===== src/rtl/rv_ctrl_pkg.sv =====
// Shared control definitions for the multi-cycle RV32I core:
// opcodes, FSM state encoding, datapath select encodings.
package rv_ctrl_pkg;

  localparam logic [6:0] R_TYPE = 7'b0110011;
  localparam logic [6:0] I_TYPE = 7'b0010011;
  localparam logic [6:0] I_LOAD = 7'b0000011;
  localparam logic [6:0] S_TYPE = 7'b0100011;
  localparam logic [6:0] B_TYPE = 7'b1100011;
  localparam logic [6:0] JAL    = 7'b1101111;
  localparam logic [6:0] JALR   = 7'b1100111;
  localparam logic [6:0] LUI    = 7'b0110111;
  localparam logic [6:0] AUIPC  = 7'b0010111;

  typedef enum logic [4:0] {
    S_IDLE, S_FETCH, S_DECODE, S_EXEC_R,
    S_EXEC_I, S_ADDR, S_MEM_RD, S_WB_MEM,
    S_MEM_WR, S_WB_ALU, S_BRANCH, S_JAL,
    S_JALR_A, S_JALR_L, S_LUI, S_AUIPC,
    S_TRAP
  } state_e;

  typedef enum logic [1:0] {
    A_PC, A_RS1, A_OLDPC, A_ZERO
  } alu_a_e;

  typedef enum logic [1:0] {
    B_RS2, B_IMM, B_FOUR, B_RSVD
  } alu_b_e;

  typedef enum logic [1:0] {
    OP_ADD, OP_CMP, OP_FUNC, OP_RSVD
  } alu_op_e;

  typedef enum logic [1:0] {
    WB_ALUOUT, WB_MDR, WB_PC, WB_RSVD
  } wb_sel_e;

  typedef struct packed {
    logic    pc_we;
    logic    pc_sel;
    logic    oldpc_we;
    logic    ir_we;
    logic    mem_req;
    logic    mem_we;
    logic    addr_sel;
    alu_a_e  alu_a_sel;
    alu_b_e  alu_b_sel;
    alu_op_e alu_op;
    logic    rf_we;
    wb_sel_e wb_sel;
    logic    retire;
    logic    illegal;
  } ctrl_t;

endpackage


===== src/rtl/multicycle_ctrl_decode.sv =====
// ctrl_out_decode: state + mem_ready/br_taken -> datapath controls.
// Ports: state_i, mem_ready_i, br_taken_i in; ctrl_o bundle out.
module ctrl_out_decode
  import rv_ctrl_pkg::*;
(
  input  state_e state_i,
  input  logic   mem_ready_i,
  input  logic   br_taken_i,
  output ctrl_t  ctrl_o
);

  always_comb begin
    ctrl_o = '0;
    unique case (state_i)
      S_FETCH: begin
        ctrl_o.mem_req   = 1'b1;
        ctrl_o.oldpc_we  = 1'b1;
        ctrl_o.alu_a_sel = A_PC;
        ctrl_o.alu_b_sel = B_FOUR;
        ctrl_o.ir_we     = mem_ready_i;
        ctrl_o.pc_we     = mem_ready_i;
      end
      S_DECODE: begin
        ctrl_o.alu_a_sel = A_OLDPC;
        ctrl_o.alu_b_sel = B_IMM;
      end
      S_EXEC_R: begin
        ctrl_o.alu_a_sel = A_RS1;
        ctrl_o.alu_b_sel = B_RS2;
        ctrl_o.alu_op    = OP_FUNC;
      end
      S_EXEC_I: begin
        ctrl_o.alu_a_sel = A_RS1;
        ctrl_o.alu_b_sel = B_IMM;
        ctrl_o.alu_op    = OP_FUNC;
      end
      S_LUI: begin
        ctrl_o.alu_a_sel = A_ZERO;
        ctrl_o.alu_b_sel = B_IMM;
      end
      S_AUIPC: begin
        ctrl_o.alu_a_sel = A_OLDPC;
        ctrl_o.alu_b_sel = B_IMM;
      end
      S_WB_ALU: begin
        ctrl_o.rf_we  = 1'b1;
        ctrl_o.wb_sel = WB_ALUOUT;
        ctrl_o.retire = 1'b1;
      end
      S_ADDR, S_JALR_A: begin
        ctrl_o.alu_a_sel = A_RS1;
        ctrl_o.alu_b_sel = B_IMM;
      end
      S_MEM_RD: begin
        ctrl_o.mem_req  = 1'b1;
        ctrl_o.addr_sel = 1'b1;
      end
      S_WB_MEM: begin
        ctrl_o.rf_we  = 1'b1;
        ctrl_o.wb_sel = WB_MDR;
        ctrl_o.retire = 1'b1;
      end
      S_MEM_WR: begin
        ctrl_o.mem_req  = 1'b1;
        ctrl_o.mem_we   = 1'b1;
        ctrl_o.addr_sel = 1'b1;
        ctrl_o.retire   = mem_ready_i;
      end
      S_BRANCH: begin
        ctrl_o.alu_a_sel = A_RS1;
        ctrl_o.alu_b_sel = B_RS2;
        ctrl_o.alu_op    = OP_CMP;
        ctrl_o.pc_sel    = 1'b1;
        ctrl_o.pc_we     = br_taken_i;
        ctrl_o.retire    = 1'b1;
      end
      S_JAL, S_JALR_L: begin
        ctrl_o.rf_we  = 1'b1;
        ctrl_o.wb_sel = WB_PC;
        ctrl_o.pc_we  = 1'b1;
        ctrl_o.pc_sel = 1'b1;
        ctrl_o.retire = 1'b1;
      end
      S_TRAP: ctrl_o.illegal = 1'b1;
      default: ctrl_o = '0;
    endcase
  end

endmodule


===== src/rtl/multicycle_ctrl.sv =====
// Multi-cycle RV32I control FSM: sequences one instruction at a time.
// In: clk, rst_n, opcode, br_taken, mem_ready. Out: datapath controls.
module multicycle_ctrl
  import rv_ctrl_pkg::*;
(
  input  logic       clk,
  input  logic       rst_n,
  input  logic [6:0] opcode,
  input  logic       br_taken,
  input  logic       mem_ready,
  output logic       pc_we,
  output logic       pc_sel,
  output logic       oldpc_we,
  output logic       ir_we,
  output logic       mem_req,
  output logic       mem_we,
  output logic       addr_sel,
  output logic [1:0] alu_a_sel,
  output logic [1:0] alu_b_sel,
  output logic [1:0] alu_op,
  output logic       rf_we,
  output logic [1:0] wb_sel,
  output logic       retire,
  output logic       illegal
);

  state_e state_q, state_d;
  ctrl_t  ctrl;

  always_ff @(posedge clk) begin
    if (!rst_n) state_q <= S_IDLE;
    else        state_q <= state_d;
  end

  always_comb begin
    state_d = state_q;
    unique case (state_q)
      S_IDLE:   state_d = S_FETCH;
      S_FETCH:  if (mem_ready) state_d = S_DECODE;
      S_DECODE: begin
        case (opcode)
          R_TYPE:         state_d = S_EXEC_R;
          I_TYPE:         state_d = S_EXEC_I;
          I_LOAD, S_TYPE: state_d = S_ADDR;
          B_TYPE:         state_d = S_BRANCH;
          JAL:            state_d = S_JAL;
          JALR:           state_d = S_JALR_A;
          LUI:            state_d = S_LUI;
          AUIPC:          state_d = S_AUIPC;
          default:        state_d = S_TRAP;
        endcase
      end
      S_EXEC_R, S_EXEC_I,
      S_LUI, S_AUIPC: state_d = S_WB_ALU;
      // IR still holds the opcode: only loads/stores reach here
      S_ADDR: state_d = (opcode == I_LOAD) ? S_MEM_RD
                                          : S_MEM_WR;
      S_MEM_RD: if (mem_ready) state_d = S_WB_MEM;
      S_MEM_WR: if (mem_ready) state_d = S_FETCH;
      S_JALR_A: state_d = S_JALR_L;
      S_WB_ALU, S_WB_MEM, S_BRANCH,
      S_JAL, S_JALR_L: state_d = S_FETCH;
      S_TRAP:   state_d = S_TRAP;
      default:  state_d = S_IDLE;
    endcase
  end

  ctrl_out_decode u_dec (
    .state_i     (state_q),
    .mem_ready_i (mem_ready),
    .br_taken_i  (br_taken),
    .ctrl_o      (ctrl)
  );

  assign pc_we     = ctrl.pc_we;
  assign pc_sel    = ctrl.pc_sel;
  assign oldpc_we  = ctrl.oldpc_we;
  assign ir_we     = ctrl.ir_we;
  assign mem_req   = ctrl.mem_req;
  assign mem_we    = ctrl.mem_we;
  assign addr_sel  = ctrl.addr_sel;
  assign alu_a_sel = ctrl.alu_a_sel;
  assign alu_b_sel = ctrl.alu_b_sel;
  assign alu_op    = ctrl.alu_op;
  assign rf_we     = ctrl.rf_we;
  assign wb_sel    = ctrl.wb_sel;
  assign retire    = ctrl.retire;
  assign illegal   = ctrl.illegal;

endmodule


===== config.mk =====
export PLATFORM = sky130hd
export DESIGN_NAME = multicycle_ctrl
export DESIGN_NICKNAME = d
export VERILOG_FILES = /design/src/rtl/rv_ctrl_pkg.sv /design/src/rtl/multicycle_ctrl_decode.sv /design/src/rtl/multicycle_ctrl.sv
export SDC_FILE = /design/constraint.sdc
export NUM_CORES = 1
export LEC_CHECK = 0
export CAP_MARGIN = 40
export CORE_AREA = 2 2 55 42
export CTS_CLUSTER_SIZE = 40
export DETAILED_ROUTE_END_ITERATION = 10
export DIE_AREA = 0 0 57 44
export GPL_ROUTABILITY_DRIVEN = 0
export GPL_TIMING_DRIVEN = 0
export HOLD_SLACK_MARGIN = 0.05
export PLACE_DENSITY = 0.77
export SLEW_MARGIN = 20
export SYNTH_ARGS = -nofsm -noshare
export SYNTH_HDL_FRONTEND = slang
export SYNTH_SLANG_ARGS = --single-unit

===== constraint.sdc =====
create_clock -name clk -period 1.52 [get_ports clk]
set_input_delay 0.304 -clock clk [delete_from_list [all_inputs] [get_ports clk]]
set_output_delay 0.304 -clock clk [all_outputs]
set_load 0.02 [all_outputs]

Yosys cells after proc, flatten, opt, wreduce, memory -nomap -nowiden
Cells that the tools add are included.

operators by class
  equal/unequal tests = 28
  mux-type cells = 17
  reduce and logical (&&, ||, !) cells = 14

operator list
  kind                  count
  $pmux W5 S9           1
  $eq A5 B4 Y1 const B  8
  $pmux W5 S8           1
  $eq A7 B6 Y1 const B  3
  $eq A7 B7 Y1 const B  3
  $eq A5 B3 Y1 const B  4
  $pmux W4 S5           1
  $mux W5               3
  $eq A7 B5 Y1 const B  2
  $reduce_or A2 Y1      6
  $eq A5 B2 Y1 const B  2
  $pmux W3 S3           1
  $reduce_or A3 Y1      3
  $eq A7 B2 Y1 const B  1
  $ne A2 B2 Y1 const B  3
  $reduce_or A6 Y1      1
  $eq A5 B1 Y1 const B  1
  $eq A5 B5 Y1 const B  1
  $logic_not A5 Y1      1
  $mux W1               5
  $reduce_or A5 Y1      1
  $mux W4               1
  $pmux W2 S2           1
  $reduce_or A4 Y1      1
  other kinds (4)       4

storage, ports and cells
  flip-flop bits (word level) = 5
  input port bits = 11
  output and inout bits = 18

Logic depth before layout (Yosys ltp)
Gate-level depths: netlist (run 1).

  depth after elaboration = 4
  gate-level depth with buffers = 5

Modules after synthesis
From an unflattened synthesis (run 1), not the netlist that was laid out.

second synthesis, totals
  cell total of the unflattened synthesis = 126
  area, all modules = 892.1 um^2

by module, submodules not included
  module           instances  cells an instance  area an instance (um^2)
  multicycle_ctrl  1          81                 586.8
  ctrl_out_decode  1          45                 305.3

Least setup slack after synthesis (run 1)
No wires, ideal clock.

  kind = register to output
  start = register state_q[1]
  end = output port pc_we
  arrival time = 1.855 ns
  data required time = 1.216 ns
  slack = -0.639 ns
  cell stages (with the launch flop) = 5
  buffers on the path = 1
  cell sequence = dfxtp_1 buf_2 nor4_1 and2_1 o21bai_1

on the way
  cells in the longest elaborated chain, start to end = 3
  elaborated cells on any way between the ends = 6

ends and longest elaborated chain
  element                   RTL line                      RTL
  start: declaration        multicycle_ctrl.sv:27         state_e state_q, state_d;
  start signal: assignment  multicycle_ctrl.sv:32         else state_q <= state_d;
  $eq A5 B4 Y1              multicycle_ctrl_decode.sv:14  unique case (state_i)
  $reduce_or A2 Y1          --
  $pmux W1 S3 (*)           multicycle_ctrl_decode.sv:14
  end: declaration          multicycle_ctrl.sv:11         output logic pc_we,

Every way passes the cells marked *; elsewhere a longest branch is shown, timed or not.

Worst setup path after layout (run 1)
  start = register state_q[1]
  end = output port alu_op[1]

on the way
  cells in the longest elaborated chain, start to end = 3
  elaborated cells on any way between the ends = 5

ends and longest elaborated chain
  element                                              RTL line                      RTL
  $eq A5 B2 Y1 / $eq A5 B3 Y1 (equally long branches)  multicycle_ctrl_decode.sv:14
  $reduce_or A2 Y1 (no source line)                    --
  $pmux W2 S2 (*)                                      multicycle_ctrl_decode.sv:14
  end: declaration                                     multicycle_ctrl.sv:20         output logic [1:0] alu_op,

Marked as above.

==> results of run 1 <==
metrics by stage:
step	setup TNS [ns]	setup WS, ns	hold slack, ns	instance area [um^2]	power, mW
4_1_cts	-2.18	-0.235	0.392	1480	1.44
3_5_place_dp	-10.63	-0.618	0.645	1200	1.01
5_1_grt	-3.88	-0.337	0.433	1690	1.82
3_3_place_gp	-10.14	-0.613	0.649	1200	1.00
6_report	-3.28	-0.289	0.413	1690	1.77
2_1_floorplan	-0.288	-0.121	0.436	913	0.742
cell type report:
cell class              instances  area [um^2]
plain buffers                  11          141
clock buffers                   4         26.3
fillers                        95          309
inverters                       5         18.8
multi-input cells             106          932
flip-flops and latches          5          114
well taps                      24         30.0
repair buffers                 46          425
cells in the final DEF, fill, tap and decap left out, drive strengths merged, types with 3 or more instances in the layout:
cell	Yosys	routed
a21oi	11	11
a31oi	3	3
buf	11	47
clkbuf	1	8
clkdlybuf4s50	0	5
dfxtp	5	5
inv	5	5
nand2	5	5
nand2b	8	8
nand3b	3	3
nor2	15	15
nor3	9	9
nor4	5	5
o21ai	10	10
cells by family after synthesis:
group,share of synthesized area
XOR/XNOR,0.0206
AO/OA/AOI/OAI,0.303
flip-flops,0.118
AND/OR/NAND/NOR,0.443
multiplexers,0.0118
buffers and inverters,0.104
power by group:
part	internal [mW]	switching [mW]	total [mW]	leakage [nW]
Sequential	0.161	0.0507	0.211	0.0438
Combinational	0.689	0.694	1.38	0.634
Clock	0.101	0.0754	0.176	0.0150
worst max-delay path, stage by stage (launching register included):
cell	delay, ns
dfxtp_4	0.41
buf_8	0.15
buf_8	0.15
and3_4	0.19
a21oi_2	0.04
nor3_2	0.12
buf_4	0.17
cells in the mapped netlist (all sizes together) (2+ instances only):
cell	number
nand3	2
nor2b	2
nand3b	3
o211ai	2
a31oi	3
nor3	9
dfxtp	5
inv	5
buf	11
nand2b	8
nor2	15
nand2	5
a22oi	2
or2	2
and2	2
o21ai	10
xor2	2
a21oi	11
nor4	5
o22ai	2
nand4b	2
a32oi	2
path summary, 6_finish.rpt:
check	startpoint	endpoint	slack, ns
worst min-delay path	opcode[2]	state_q[1]	0.41
worst min register to register	state_q[4]	state_q[0]	0.76
worst max-delay path	state_q[1]	alu_op[1]	-0.29
worst max register to register	state_q[4]	state_q[0]	-0.02
metal layers:
metal,vias up,track usage,part of all wire
met5,-,0,0
met2,128,0.487,0.43
met4,0,0.0698,0.054
li1,574,-,-
met1,642,0.412,0.38
met3,38,0.0866,0.13
timing repair:
item,4_1_cts,5_1_grt
buffers inserted,13,5
pin swaps,7,15
hold buffers,0,0
resized for setup,144,40
gates cloned,1,1
setup endpoints to repair,23,22
==> metrics, run 1 <==
outcome=finished with violations; failing checks=setup timing; Die Height=between 40 and 50 um; min Tclk post-route=1.81 ns; max reg flops=5; HPWL Detailed=between 2000 and 2500 um; DIE AREA=2510 um^2; CP Capture Type=primary output; Synth area leaders=dfxtp_1 12%, nor2_1 6.6%, a21oi_1 6.5%; WHS Path Cells=3; Setup WS post-layout=-0.289 ns; top flop regs=state_q: 5 flops; fin nets=189; Initial DRC Count=between 100 and 150; Worst-Skew Late Latency=around 0.26 ns; synthesized area per cell=approximately 6.6 um^2; post-synthesis sequential area ratio=0.118; Clock Sinks=5; Non-Filler Instances=about 200; Top-Level Pins=29; Ant. Diodes=0; DRT Pass-1 Iters=8; Worst-Margin Slew=0.374 ns; Max Fclk=approximately 0.55 GHz; PwrDens=1050 nW/um^2; chip width=between 50 and 60 um; largest net degree at the start of global routing=11; WL final=around 4400 um; EDFF count, synth=0; Max Cap Viol=0; Leak Pwr=slightly below 0.7 nW; final worst path period share=1.19; crit-path max FO=10; Hold WC Path Type=in -> reg; unrepaired setup endpoints after global routing=yes; Core Util, Final=0.845; vias in the first global route=1180; Worst-path clk slew=around 0.05 ns; ys async rst share=0; synthesized area=between 800 and 900 um^2; Req. time, crit path=1.22 ns; Buffers on Ports=26; DRC=0; Synth Flop Type=dfxtp_1; worst vdd ir=roughly 840 uV; routed length per instance=between 20 and 25 um; final setup fails=19; Setup Skew=between 0.002 and 0.003 ns; Slew Limit Fails=0; H-tree depth=1; antenna viol nets, final=0; number of synthesis warnings=0; final-report hold violation count=0; CTS root buffer=clkbuf_4; TritonCTS Buffers=3; synthesized net count=139; Yosys reg bits=5; Synth cell types=45; GRT Residual Overflow=0; data arrival time of the worst path=roughly 1.5 ns; layout cells sized above 1=0.576; post-synth top area share=0.118; global-route wire length before repair=5910 um; Slew HR=0.749; TritonCTS clock tree=yes; Synth Instances=between 100 and 150; dominant cell type by area after synthesis=dfxtp_1; initial antenna violation count=0; worst reg-to-reg path cell count=4; row count=14; Core Footprint=~2000 um^2; maximum clock path buffer count=2; Via Count=approximately 1400; DP Cell Count=between 150 and 200; all-layer global routing usage=0.305; Initial Utilization=0.426; layout overhead on the synthesized area=98.4%; CP startpoint kind=register; Biggest register=state_q; WS Path Type=reg -> out; DR vias/cell=between 6 and 7
(Power assumes the default switching activity.)
==> inputs of run 2 (changes only) <==
- GPL_ROUTABILITY_DRIVEN: 0 -> not set
==> results of run 2 <==
Same layout as run 1: the final DEF is identical, and so are final timing and power.
